--- config.mk ---
export PLATFORM = sky130hd
export DESIGN_NAME = conbus_rr_flat
export DESIGN_NICKNAME = d
export VERILOG_FILES = /design/src/rtl/conbus_rr_pkg.sv /design/src/rtl/conbus_rr_if.sv /design/src/rtl/conbus_rr_arbiter.sv /design/src/rtl/conbus_rr.sv /design/src/flat_wrapper.sv
export SDC_FILE = /design/constraint.sdc
export NUM_CORES = 1
export LEC_CHECK = 0
export ABC_AREA = 1
export CORE_AREA = 4 4 298 300
export DETAILED_ROUTE_END_ITERATION = 10
export DIE_AREA = 0 0 302 304
export SLEW_MARGIN = 20
export SYNTH_ARGS = -nofsm -noshare
export SYNTH_HDL_FRONTEND = slang
export SYNTH_HIERARCHICAL = 1
export SYNTH_SLANG_ARGS = --single-unit
export TNS_END_PERCENT = 50
--- constraint.sdc ---
create_clock -name sys_clk -period 3.7 [get_ports sys_clk]
set_clock_uncertainty 0.05 [all_clocks]
set_input_delay 0.37 -clock sys_clk [delete_from_list [all_inputs] [get_ports sys_clk]]
set_output_delay 0.37 -clock sys_clk [all_outputs]
set_load 0.1 [all_outputs]
--- src/rtl/conbus_rr_pkg.sv ---
// Shared constants and types for the round-robin shared-bus switch.
package conbus_rr_pkg;

  localparam int unsigned WB_AW = 32;
  localparam int unsigned WB_DW = 32;

  typedef enum logic [2:0] {
    CtiClassic = 3'b000,
    CtiIncr    = 3'b010,
    CtiEnd     = 3'b111
  } cti_e;

  // Default six-slave map, slave i at [i*3 +: 3]: BRAM, CSR, SRAM, DMA, TDC, spare
  localparam logic [17:0] DefSAddr = {3'b110, 3'b101, 3'b100, 3'b010, 3'b001, 3'b000};

endpackage

--- src/rtl/conbus_rr_if.sv ---
// Bundled master-side and slave-side Wishbone signals of the switch.
// slave: the switch's own view; master: the environment driving the switch.
interface conbus_rr_if #(
  parameter int unsigned NM = 6,
  parameter int unsigned NS = 6
);
  import conbus_rr_pkg::*;

  logic [NM*WB_AW-1:0] m_adr_i;
  logic [NM*WB_DW-1:0] m_dat_i;
  logic [NM*4-1:0]     m_sel_i;
  logic [NM*3-1:0]     m_cti_i;
  logic [NM-1:0]       m_we_i;
  logic [NM-1:0]       m_cyc_i;
  logic [NM-1:0]       m_stb_i;
  logic [WB_DW-1:0]    m_dat_o;
  logic [NM-1:0]       m_ack_o;
  logic [NM-1:0]       m_err_o;
  logic [WB_AW-1:0]    s_adr_o;
  logic [WB_DW-1:0]    s_dat_o;
  logic [3:0]          s_sel_o;
  logic [2:0]          s_cti_o;
  logic                s_we_o;
  logic [NS-1:0]       s_cyc_o;
  logic [NS-1:0]       s_stb_o;
  logic [NS*WB_DW-1:0] s_dat_i;
  logic [NS-1:0]       s_ack_i;

  modport slave (
    input  m_adr_i, m_dat_i, m_sel_i, m_cti_i, m_we_i, m_cyc_i, m_stb_i, s_dat_i, s_ack_i,
    output m_dat_o, m_ack_o, m_err_o, s_adr_o, s_dat_o, s_sel_o, s_cti_o, s_we_o,
           s_cyc_o, s_stb_o
  );

  modport master (
    output m_adr_i, m_dat_i, m_sel_i, m_cti_i, m_we_i, m_cyc_i, m_stb_i, s_dat_i, s_ack_i,
    input  m_dat_o, m_ack_o, m_err_o, s_adr_o, s_dat_o, s_sel_o, s_cti_o, s_we_o,
           s_cyc_o, s_stb_o
  );

endinterface

--- src/rtl/conbus_rr_arbiter.sv ---
// Round-robin owner selection: regrants only when there is no owner or the owner drops cyc.
module conbus_rr_arbiter #(
  parameter int unsigned NM = 6,
  parameter int unsigned OW = (NM > 1) ? $clog2(NM) : 1
) (
  input  logic          sys_clk,
  input  logic          sys_rst,
  input  logic [NM-1:0] req_i,
  output logic [OW-1:0] own_o,
  output logic          own_v_o
);

  logic [OW-1:0] own_q, own_d;
  logic          own_v_q, own_v_d;
  // Set until the first grant after reset so master 0 is scanned first, not last.
  logic          fresh_q, fresh_d;

  // Next owner: scan from own+1 (own itself after reset), previous owner last.
  always_comb begin
    logic [31:0]     start;
    logic [31:0]     sum;
    logic [2*NM-1:0] rot;
    own_d   = own_q;
    own_v_d = own_v_q;
    fresh_d = fresh_q;
    start   = 32'(own_q) + {31'b0, ~fresh_q};
    rot     = {req_i, req_i} >> start;
    sum     = '0;
    if (!own_v_q || !req_i[own_q]) begin
      own_v_d = 1'b0;
      for (int i = 0; i < NM; i++) begin
        if (!own_v_d && rot[i]) begin
          sum     = start + 32'(i);
          if (sum >= NM) sum = sum - NM;
          own_d   = OW'(sum);
          own_v_d = 1'b1;
          fresh_d = 1'b0;
        end
      end
    end
  end

  // Owner state registers.
  always_ff @(posedge sys_clk or posedge sys_rst) begin
    if (sys_rst) begin
      own_q   <= '0;
      own_v_q <= 1'b0;
      fresh_q <= 1'b1;
    end else begin
      own_q   <= own_d;
      own_v_q <= own_v_d;
      fresh_q <= fresh_d;
    end
  end

  assign own_o   = own_q;
  assign own_v_o = own_v_q;

endmodule

--- src/rtl/conbus_rr.sv ---
// NM x NS shared-bus Wishbone switch: round-robin grant, parametric decode,
// unmapped-address bus error and a watchdog that terminates hung slave cycles.
module conbus_rr import conbus_rr_pkg::*; #(
  parameter int unsigned         NM      = 6,
  parameter int unsigned         NS      = 6,
  parameter int unsigned         DEC_W   = 3,
  parameter logic [NS*DEC_W-1:0] S_ADDR  = DefSAddr,
  parameter logic [NS-1:0]       S_EN    = '1,
  parameter int unsigned         TIMEOUT = 1023
) (
  input logic       sys_clk,
  input logic       sys_rst,
  conbus_rr_if.slave bus
);

  localparam int unsigned OW = (NM > 1) ? $clog2(NM) : 1;
  localparam int unsigned WW = (TIMEOUT > 0) ? $clog2(TIMEOUT + 1) : 1;
  localparam logic [WW-1:0] WdLast = WW'(TIMEOUT - 1);

  logic [OW-1:0]    own;
  logic             own_v;
  logic [WB_AW-1:0] adr;
  logic             cyc_own, stb_own;
  logic [NS-1:0]    hit;
  logic             hit_any, ack, unmapped, wd_fire;
  logic             err_q, err_d, arm_q, arm_d;
  logic [WW-1:0]    wdog_q, wdog_d;

  conbus_rr_arbiter #(.NM(NM), .OW(OW)) u_arb (
    .sys_clk (sys_clk),
    .sys_rst (sys_rst),
    .req_i   (bus.m_cyc_i),
    .own_o   (own),
    .own_v_o (own_v)
  );

  // Owner datapath mux; everything reads 0 while nobody owns the bus.
  always_comb begin
    adr         = '0;
    bus.s_dat_o = '0;
    bus.s_sel_o = '0;
    bus.s_cti_o = '0;
    bus.s_we_o  = 1'b0;
    cyc_own     = 1'b0;
    stb_own     = 1'b0;
    for (int k = 0; k < NM; k++) begin
      if (own_v && own == OW'(k)) begin
        adr         = bus.m_adr_i[k*WB_AW +: WB_AW];
        bus.s_dat_o = bus.m_dat_i[k*WB_DW +: WB_DW];
        bus.s_sel_o = bus.m_sel_i[k*4 +: 4];
        bus.s_cti_o = bus.m_cti_i[k*3 +: 3];
        bus.s_we_o  = bus.m_we_i[k];
        cyc_own     = bus.m_cyc_i[k];
        stb_own     = bus.m_cyc_i[k] & bus.m_stb_i[k];
      end
    end
  end

  // Address decode, one-hot with the lowest slave index winning duplicate maps.
  always_comb begin
    hit     = '0;
    hit_any = 1'b0;
    for (int i = 0; i < NS; i++) begin
      if (!hit_any && S_EN[i] && adr[WB_AW-1 -: DEC_W] == S_ADDR[i*DEC_W +: DEC_W]) begin
        hit[i]  = 1'b1;
        hit_any = 1'b1;
      end
    end
  end

  // Slave strobes and return path; acks only count while the owner still holds cyc.
  always_comb begin
    bus.s_cyc_o = hit & {NS{cyc_own}};
    bus.s_stb_o = hit & {NS{stb_own}};
    bus.m_dat_o = '0;
    ack         = 1'b0;
    for (int i = 0; i < NS; i++) begin
      if (hit[i]) begin
        bus.m_dat_o = bus.s_dat_i[i*WB_DW +: WB_DW];
        ack         = cyc_own & bus.s_ack_i[i];
      end
    end
    for (int k = 0; k < NM; k++) begin
      bus.m_ack_o[k] = ack & (own == OW'(k));
      bus.m_err_o[k] = own_v & err_q & (own == OW'(k));
    end
  end

  // Error sources: one-shot unmapped error (re-armed by an idle stb cycle) and watchdog expiry.
  always_comb begin
    unmapped = stb_own & ~hit_any;
    wd_fire  = (TIMEOUT != 0) && stb_own && hit_any && !ack && !err_q && (wdog_q == WdLast);
    err_d    = (unmapped & arm_q) | wd_fire;
    arm_d    = !stb_own ? 1'b1 : ((unmapped & arm_q) ? 1'b0 : arm_q);
    if (TIMEOUT == 0 || !stb_own || !hit_any || ack || err_q || wd_fire) begin
      wdog_d = '0;
    end else begin
      wdog_d = wdog_q + WW'(1);
    end
  end

  // Error and watchdog registers.
  always_ff @(posedge sys_clk or posedge sys_rst) begin
    if (sys_rst) begin
      err_q  <= 1'b0;
      arm_q  <= 1'b1;
      wdog_q <= '0;
    end else begin
      err_q  <= err_d;
      arm_q  <= arm_d;
      wdog_q <= wdog_d;
    end
  end

  assign bus.s_adr_o = adr;

endmodule
--- src/flat_wrapper.sv ---
// flat-port wrapper written by rule: the top's interface ports become plain ports
module conbus_rr_flat import conbus_rr_pkg::*;
#(
  parameter int unsigned         NM      = 6,
  parameter int unsigned         NS      = 6,
  parameter int unsigned         DEC_W   = 3,
  parameter logic [NS*DEC_W-1:0] S_ADDR  = DefSAddr,
  parameter logic [NS-1:0]       S_EN    = '1,
  parameter int unsigned         TIMEOUT = 1023
)
  (sys_clk, sys_rst, bus_m_adr_i, bus_m_dat_i, bus_m_sel_i, bus_m_cti_i, bus_m_we_i, bus_m_cyc_i, bus_m_stb_i, bus_s_dat_i, bus_s_ack_i, bus_m_dat_o, bus_m_ack_o, bus_m_err_o, bus_s_adr_o, bus_s_dat_o, bus_s_sel_o, bus_s_cti_o, bus_s_we_o, bus_s_cyc_o, bus_s_stb_o);
  conbus_rr_if #(.NM(NM), .NS(NS)) bus_i ();
  input logic sys_clk;
  input logic sys_rst;
  input wire logic [$bits(bus_i.m_adr_i)-1:0] bus_m_adr_i;
  input wire logic [$bits(bus_i.m_dat_i)-1:0] bus_m_dat_i;
  input wire logic [$bits(bus_i.m_sel_i)-1:0] bus_m_sel_i;
  input wire logic [$bits(bus_i.m_cti_i)-1:0] bus_m_cti_i;
  input wire logic [$bits(bus_i.m_we_i)-1:0] bus_m_we_i;
  input wire logic [$bits(bus_i.m_cyc_i)-1:0] bus_m_cyc_i;
  input wire logic [$bits(bus_i.m_stb_i)-1:0] bus_m_stb_i;
  input wire logic [$bits(bus_i.s_dat_i)-1:0] bus_s_dat_i;
  input wire logic [$bits(bus_i.s_ack_i)-1:0] bus_s_ack_i;
  output wire logic [$bits(bus_i.m_dat_o)-1:0] bus_m_dat_o;
  output wire logic [$bits(bus_i.m_ack_o)-1:0] bus_m_ack_o;
  output wire logic [$bits(bus_i.m_err_o)-1:0] bus_m_err_o;
  output wire logic [$bits(bus_i.s_adr_o)-1:0] bus_s_adr_o;
  output wire logic [$bits(bus_i.s_dat_o)-1:0] bus_s_dat_o;
  output wire logic [$bits(bus_i.s_sel_o)-1:0] bus_s_sel_o;
  output wire logic [$bits(bus_i.s_cti_o)-1:0] bus_s_cti_o;
  output wire logic [$bits(bus_i.s_we_o)-1:0] bus_s_we_o;
  output wire logic [$bits(bus_i.s_cyc_o)-1:0] bus_s_cyc_o;
  output wire logic [$bits(bus_i.s_stb_o)-1:0] bus_s_stb_o;
  assign bus_i.m_adr_i = bus_m_adr_i;
  assign bus_i.m_dat_i = bus_m_dat_i;
  assign bus_i.m_sel_i = bus_m_sel_i;
  assign bus_i.m_cti_i = bus_m_cti_i;
  assign bus_i.m_we_i = bus_m_we_i;
  assign bus_i.m_cyc_i = bus_m_cyc_i;
  assign bus_i.m_stb_i = bus_m_stb_i;
  assign bus_i.s_dat_i = bus_s_dat_i;
  assign bus_i.s_ack_i = bus_s_ack_i;
  assign bus_m_dat_o = bus_i.m_dat_o;
  assign bus_m_ack_o = bus_i.m_ack_o;
  assign bus_m_err_o = bus_i.m_err_o;
  assign bus_s_adr_o = bus_i.s_adr_o;
  assign bus_s_dat_o = bus_i.s_dat_o;
  assign bus_s_sel_o = bus_i.s_sel_o;
  assign bus_s_cti_o = bus_i.s_cti_o;
  assign bus_s_we_o = bus_i.s_we_o;
  assign bus_s_cyc_o = bus_i.s_cyc_o;
  assign bus_s_stb_o = bus_i.s_stb_o;
  conbus_rr #(.NM(NM), .NS(NS), .DEC_W(DEC_W), .S_ADDR(S_ADDR), .S_EN(S_EN), .TIMEOUT(TIMEOUT)) u_core (.sys_clk(sys_clk), .sys_rst(sys_rst), .bus(bus_i));
endmodule
; Word-level counts from Yosys, hierarchy flattened
; Cells that the tools add are included.
[totals]
reg_bits = 17
in_bits = 644
out_inout_bits = 128
wordCells = 215
[op_classes]
n_mux = 99
add_sub_neg = 13
eq_ne = 12
order_cmp = 7
bitwise_logic = 32
reduce_logical = 45
shift = 1
[op_table]
columns = cell, n
row1 = 2-to-1 mux 32 bit, 18
row2 = 2-to-1 mux 1 bit, 55
row3 = 2-to-1 mux 3 bit, 18
row4 = bitwise AND 1 bit, 27
row5 = "greater-or-equal comparator 5 x 3 -> 1 bit, second input constant", 5
row6 = 2-to-1 mux 4 bit, 6
row7 = logical AND 1 bit, 20
row8 = "subtractor 3 bit, second input constant", 6
row9 = zero test 1 bit, 16
row10 = "equality test 3 bit, second input constant", 5
row11 = bitwise AND 6 bit, 2
row12 = >> shifter 12 x 4 -> 6 bit, 1
row13 = "adder 10 x 1 -> 10 bit, second input constant", 1
row14 = "adder 4 x 2 -> 5 bit, second input constant", 2
row15 = "adder 4 x 3 -> 5 bit, second input constant", 2
row16 = "equality test 10 bit, second input constant", 1
row17 = 2-to-1 mux 10 bit, 1
row18 = "equality test 3 x 2 -> 1 bit, second input constant", 3
row19 = "equality test 3 x 1 -> 1 bit, second input constant", 2
row20 = zero test 3 bit, 2
row21 = nonzero test 6 bit, 1
row22 = "adder 4 x 1 -> 5 bit, second input constant", 1
row23 = logical OR 1 bit, 5
row24 = adder 3 x 1 -> 4 bit, 1
row25 = 7 further kinds, 8

; Logic depth before layout (Yosys ltp)
[depth]
word_depth = 32
mapped_depth = 22
depth_no_buf = 22

; Cells and area by module
; The synthesis kept the hierarchy.
[modules_own_cells]
columns = module, n_inst, area_each_um2, seq_area_each_um2, cells_per_inst
row1 = conbus_rr, 1, 4946.0, 301.5, 966
row2 = conbus_rr_arbiter, 1, 1355.0, 126.4, 244

; Worst setup path after synthesis
; OpenSTA, ideal clock, no wires.
[synth_path]
kind = reg2out
from = reg u_core.u_arb.own_q[1], in the netlist u_core/u_arb/own_o[1]
to = out bus_m_ack_o[4]
t_arrival_ns = 4.749
n_path_buf = 1
required_time_ns = 3.280
path_stages_with_launch = 14
path_slack_ns = -1.469
cell_sequence = dfrtp_1 -> nor2_2 -> nand3_1 -> inv_1 -> buf_2 -> nand2_1 -> nand4_2 -> nor2_1 -> nand2_1 -> nor2_1 -> nand2_1 -> nand2_2 -> nand3_1 -> inv_1
[synth_between]
elab_chain_cells = 27
word_cells_on_any_way = 63
cone_classes = eq/ne (10) / mux (28) / bitwise (7) / reduce/logical (18)
[synth_rtl]
columns = item, line
row1 = from (decl), conbus_rr_arbiter.sv:13  ; logic [OW-1:0] own_q, own_d;
row2 = from (signal assigned), conbus_rr_arbiter.sv:50  ; own_q <= own_d;
row3 = zero test 3 bit, conbus_rr.sv:47  ; if (own_v && own == OW'(k)) begin
row4 = logical AND 1 bit, conbus_rr.sv:47
row5 = 2-to-1 mux 32 bit (5 in a row), conbus_rr.sv:47
row6 = 2-to-1 mux 32 bit (*), conbus_rr.sv:47
row7 = named net bus_s_adr_o[29], flat_wrapper.sv:27  ; output wire logic [$bits(bus_i.s_adr_o)-1:0] bus_s_adr_o;
row8 = zero test 3 bit, conbus_rr.sv:64  ; if (!hit_any && S_EN[i] && adr[WB_AW-1 -: DEC_W] == S_ADDR[i*DEC_W +: DEC_W]) begin
row9 = 2-to-1 mux 1 bit, conbus_rr.sv:64
row10 = zero test 1 bit, conbus_rr.sv:64
row11 = [... 8 more ...], -
row12 = zero test 1 bit, conbus_rr.sv:64
row13 = logical AND 1 bit, conbus_rr.sv:64
row14 = 2-to-1 mux 1 bit, conbus_rr.sv:64
row15 = zero test 1 bit, conbus_rr.sv:64
row16 = logical AND 1 bit, conbus_rr.sv:64
row17 = 2-to-1 mux 1 bit, conbus_rr.sv:64
row18 = 2-to-1 mux 1 bit (*), conbus_rr.sv:78  ; if (hit[i]) begin
row19 = bitwise AND 1 bit (*), conbus_rr.sv:84  ; bus.m_ack_o[k] = ack & (own == OW'(k));
row20 = to (decl), flat_wrapper.sv:25  ; output wire logic [$bits(bus_i.m_ack_o)-1:0] bus_m_ack_o;
; Mark *: on every way through the listed nets, which the timed path passes. The rest lies on a longest branch.

; Worst setup path after layout
[layout_path]
from = reg u_core.u_arb.own_v_q, in the netlist u_core/u_arb/own_v_o
to = out bus_m_ack_o[0]
[layout_between]
elab_chain_cells = 26
word_cells_on_any_way = 57
cone_classes = eq/ne (5) / mux (28) / bitwise (7) / reduce/logical (17)
[layout_rtl]
columns = item, line
row1 = from (decl), conbus_rr_arbiter.sv:14  ; logic own_v_q, own_v_d;
row2 = from (signal assigned), conbus_rr_arbiter.sv:51  ; own_v_q <= own_v_d;
row3 = logical AND 1 bit, conbus_rr.sv:47
row4 = 2-to-1 mux 32 bit (6 in a row), conbus_rr.sv:47
row5 = zero test 3 bit, conbus_rr.sv:64
row6 = 2-to-1 mux 1 bit, conbus_rr.sv:64
row7 = zero test 1 bit, conbus_rr.sv:64
row8 = logical AND 1 bit, conbus_rr.sv:64
row9 = 2-to-1 mux 1 bit, conbus_rr.sv:64
row10 = zero test 1 bit, conbus_rr.sv:64
row11 = [... 5 more ...], -
row12 = zero test 1 bit, conbus_rr.sv:64
row13 = logical AND 1 bit, conbus_rr.sv:64
row14 = 2-to-1 mux 1 bit, conbus_rr.sv:64
row15 = zero test 1 bit, conbus_rr.sv:64
row16 = logical AND 1 bit, conbus_rr.sv:64
row17 = 2-to-1 mux 1 bit, conbus_rr.sv:64
row18 = 2-to-1 mux 1 bit (*), conbus_rr.sv:78
row19 = bitwise AND 1 bit (*), conbus_rr.sv:84
; Every way passes the cells marked *; elsewhere a longest branch is shown, timed or not.

==> results.md <==
- Status: finished clean
- Horizontal die dimension: 302 um
- Global router's overall resource usage: 14.0%
- Met1 Track Usage GR: 19.7%
- Pin count of the biggest net entering global routing: 71
- Least-Margin Pin Slew: 0.797 ns
- Critical Path Source Type: flip-flop
- Fraction of layout cells with a size suffix above 1: 12.7%
- CTS hold repair buffers: 0
- Cell type with the highest aggregate area in the netlist: sky130_fd_sc_hd__nand2_1
- Mean Syn Cell Area: 5.21 sq um
- Area of the die: 91800 sq um
- Instance count of the mapped netlist: 1210
- Number of maximum-capacitance violations: 0
- CTS tree: yes
- Number of global-route vias before repair: 11600
- Global placement routability congestion: 0.994
- Overflow after GRT: 0
- Synthesized cell area: 6300 sq um
- Core Region: 86200 sq um
- Skew-Pair Late Insertion Delay: 0.25 ns
- Inserted Clock Buffers: 3
- Final Net Count: 2609
- Critical path required time: 3.28 ns
- Yosys warnings: 6
- RSZ-0062 raised after global routing: true
- Final Setup Violations: 0
- Synthesis-to-finish area growth: 171%
- Number of enable flip-flop cells after synthesis: 0
- Total length of routed wires: 69800 um
- Site Rows: 108
- Total count of hold-check failures in the final report: 0
- Number of port buffers: 771
- Met2 track demand over resource: 21.7%
- Count of boundary I/O pins: 772
- Buffer cell driving the clock tree root: sky130_fd_sc_hd__clkbuf_16
- Max Buffers Root-to-Sink: 2
- Share of Yosys cell area claimed by the top area cell type: 30.7%
- Crit Path Class: flip-flop to output port
- Share of the cycle needed by the critical path after routing: 96.3%
- CTS sink count: 17
- Hold crit path type: primary input to asynchronous set/reset pin
- Slew margin rel.: 46.9%
- Synthesized Nets: 1870
- Routed length per placed instance: 22.4 um
- Final critical delay including setup and external delays: 3.56 ns
- Global routing met3 resource utilization: 3.80%
- Vertical die dimension: 304 um
- Final slew viol count: 0
- CTS clock-pin slew for the worst setup and hold paths: 0.05 ns
- Layer with the highest usage after global routing: met2
- CTS HTree Levels: 1
- Iter 0 DRT Violations: 1091
- Nature of the critical path endpoint: output port
- Top area cells in the synthesized netlist: sky130_fd_sc_hd__nand2_1 (31%), sky130_fd_sc_hd__a221oi_1 (8.8%), sky130_fd_sc_hd__nand3_1 (8.3%), sky130_fd_sc_hd__o2111ai_1 (7.9%), sky130_fd_sc_hd__nor2_1 (6.9%)
- Util after Layout: 19.8%
- Arrival time worst endpoint: 3.14 ns
- Highest fanout seen on the critical path: 11
- Initial antenna violation count: 32
- Average via count per standard cell: 3.82
- Startpoint of the lowest-slack register-to-register path: u_core/u_arb/fresh_q
- F_max: 0.281 GHz
- Vias: 11900
- Launching instance or port of the critical path: u_core/u_arb/own_v_o
- HPWL reported at the end of detailed placement: 60200 um
- Async S/R FF share, synth: 100%
- Fillcell total: 9749
- Sequential element share of the synthesized area: 6.79%
- Initial standard-cell utilization of the core: 7.31%
- Distinct cell type count of the synthesized netlist: 43
- Commonest register cell after synthesis: sky130_fd_sc_hd__dfrtp_1
- Number of optimization iterations in the first detailed-route pass: 5
- Synthesized flop and latch total: 17
- Remaining routing DRC violations: 0
- Remaining antenna violation count: 0
- Wire length of the first global-routing pass: 91900 um
==> critical path: stages, from the launching register on <==
cell                         delay [ns]
sky130_fd_sc_hd__dfrtp_1           0.46
sky130_fd_sc_hd__buf_4             0.21
sky130_fd_sc_hd__nand3_1           0.14
sky130_fd_sc_hd__inv_2             0.20
sky130_fd_sc_hd__nand2_1           0.07
sky130_fd_sc_hd__nand2_1           0.06
sky130_fd_sc_hd__inv_1             0.04
sky130_fd_sc_hd__nand2_1           0.07
sky130_fd_sc_hd__nand2_1           0.28
sky130_fd_sc_hd__nor2_1            0.23
sky130_fd_sc_hd__nand3_1           0.11
sky130_fd_sc_hd__nand4_1           0.14
sky130_fd_sc_hd__nor2_2            0.05
sky130_fd_sc_hd__nand2_2           0.11
sky130_fd_sc_hd__buf_4             0.13
sky130_fd_sc_hd__nand3_1           0.22
sky130_fd_sc_hd__clkinvlp_4        0.18
sky130_fd_sc_hd__buf_12            0.18
==> kinds of logic after synthesis <==
family | Yosys count | share of synthesized area [%]
flip-flops | 17 | 6.79
AO/OA/AOI/OAI | 188 | 22.9
AND/OR/NAND/NOR | 828 | 56.5
adder cells (fa/ha/maj) | 16 | 3.18
XOR/XNOR | 8 | 1.11
buffers and inverters | 153 | 9.47
==> placed cells by master (no fill, tap or decap), drive strengths merged, types with 3 or more instances in the layout <==
cell / n
a21oi: 40
a221oi: 63
buf: 168
clkbuf: 3
clkdlybuf4s50: 643
clkinv: 3
clkinvlp: 7
dfrtp: 15
diode: 9
ha: 16
inv: 67
nand2: 522
nand3: 108
nand4: 57
nor2: 135
o2111ai: 57
o211ai: 3
o21ai: 18
or2: 3
xor2: 6
==> metal layers <==
metal,vias to the layer above,part of all wire (%)
li1,5652,-
met1,5461,46
met2,692,43
met3,65,8.9
met4,14,1.9
met5,-,0.16
==> path summary, 6_finish.rpt <==
check / endpoint / slack (ns) / cells past startpoint
worst min-delay path: u_core/u_arb/own_v_o / 0.40 / 2
max in group asynchronous: u_core/arm_q / 2.74 / 2
worst max register to register: u_core/u_arb/own_o[2] / 0.67 / 17
worst min register to register: u_core/u_arb/fresh_q / 0.43 / 2
min in group sys_clk: u_core/u_arb/fresh_q / 0.43 / 2
worst max-delay path: bus_m_ack_o[0] / 0.14 / 17
==> stage by stage <==
step	setup TNS (ns)	worst slack [ns]	std cells	hold WS [ns]	instance area [sq um]
2_1_floorplan	-0.365	-0.111	1210	0.0977	6370
3_3_place_gp	0	0.285	3096	0.404	16900
3_5_place_dp	0	0.263	3096	0.423	16900
4_1_cts	0	0.0263	3100	0.415	17000
5_1_grt	-0.0424	-0.0323	3105	0.406	17000
6_report	0	0.137	3112	0.399	17100
==> sequential cells by signal, summed over array words and instances (netlist names) <==
register              count
u_core/wdog_q            10
u_core/arm_q              1
u_core/u_arb/fresh_q      1
u_core/u_arb/own_v_o      1
u_core/u_arb/own_o        3
u_core/err_q              1
==> Yosys cell counts, types with 6 or more instances <==
master                        n
sky130_fd_sc_hd__ha_1        16
sky130_fd_sc_hd__o2111ai_1   57
sky130_fd_sc_hd__a21oi_1     38
sky130_fd_sc_hd__dfrtp_1     15
sky130_fd_sc_hd__nand2_1    516
sky130_fd_sc_hd__nand4_1     53
sky130_fd_sc_hd__a221oi_1    63
sky130_fd_sc_hd__buf_1       10
sky130_fd_sc_hd__inv_2       11
sky130_fd_sc_hd__nand3_1    104
sky130_fd_sc_hd__o21ai_0     16
sky130_fd_sc_hd__nor2_1     115
sky130_fd_sc_hd__clkbuf_1    51
sky130_fd_sc_hd__nor2_2      15
sky130_fd_sc_hd__buf_2       15
sky130_fd_sc_hd__inv_1       64
sky130_fd_sc_hd__xor2_1       6
==> cell type report <==
type / count / area, sq um / share of cell area, %
Antenna cell: 9 / 22.5 / 0.132
Clock buffer: 3 / 75.1 / 0.440
Clock inverter: 1 / 5.00 / 0.0293
Inverter: 76 / 313 / 1.83
Multi-Input combinational cell: 1040 / 5360 / 31.4
Sequential cell: 17 / 432 / 2.53
Tap cell: 1155 / 1450 / 8.47
Timing Repair Buffer: 811 / 9410 / 55.2
==> repair_timing <==
action                                  in CTS  in global routing
setup buffers                                0                  3
pin swaps                                    0                  3
endpoints found under the setup margin       1                 34
resized for setup                            1                  3
Power is left out: the tool's default activity adds up to more than one toggle a clock period on the data nets, which glitch-free logic cannot reach.
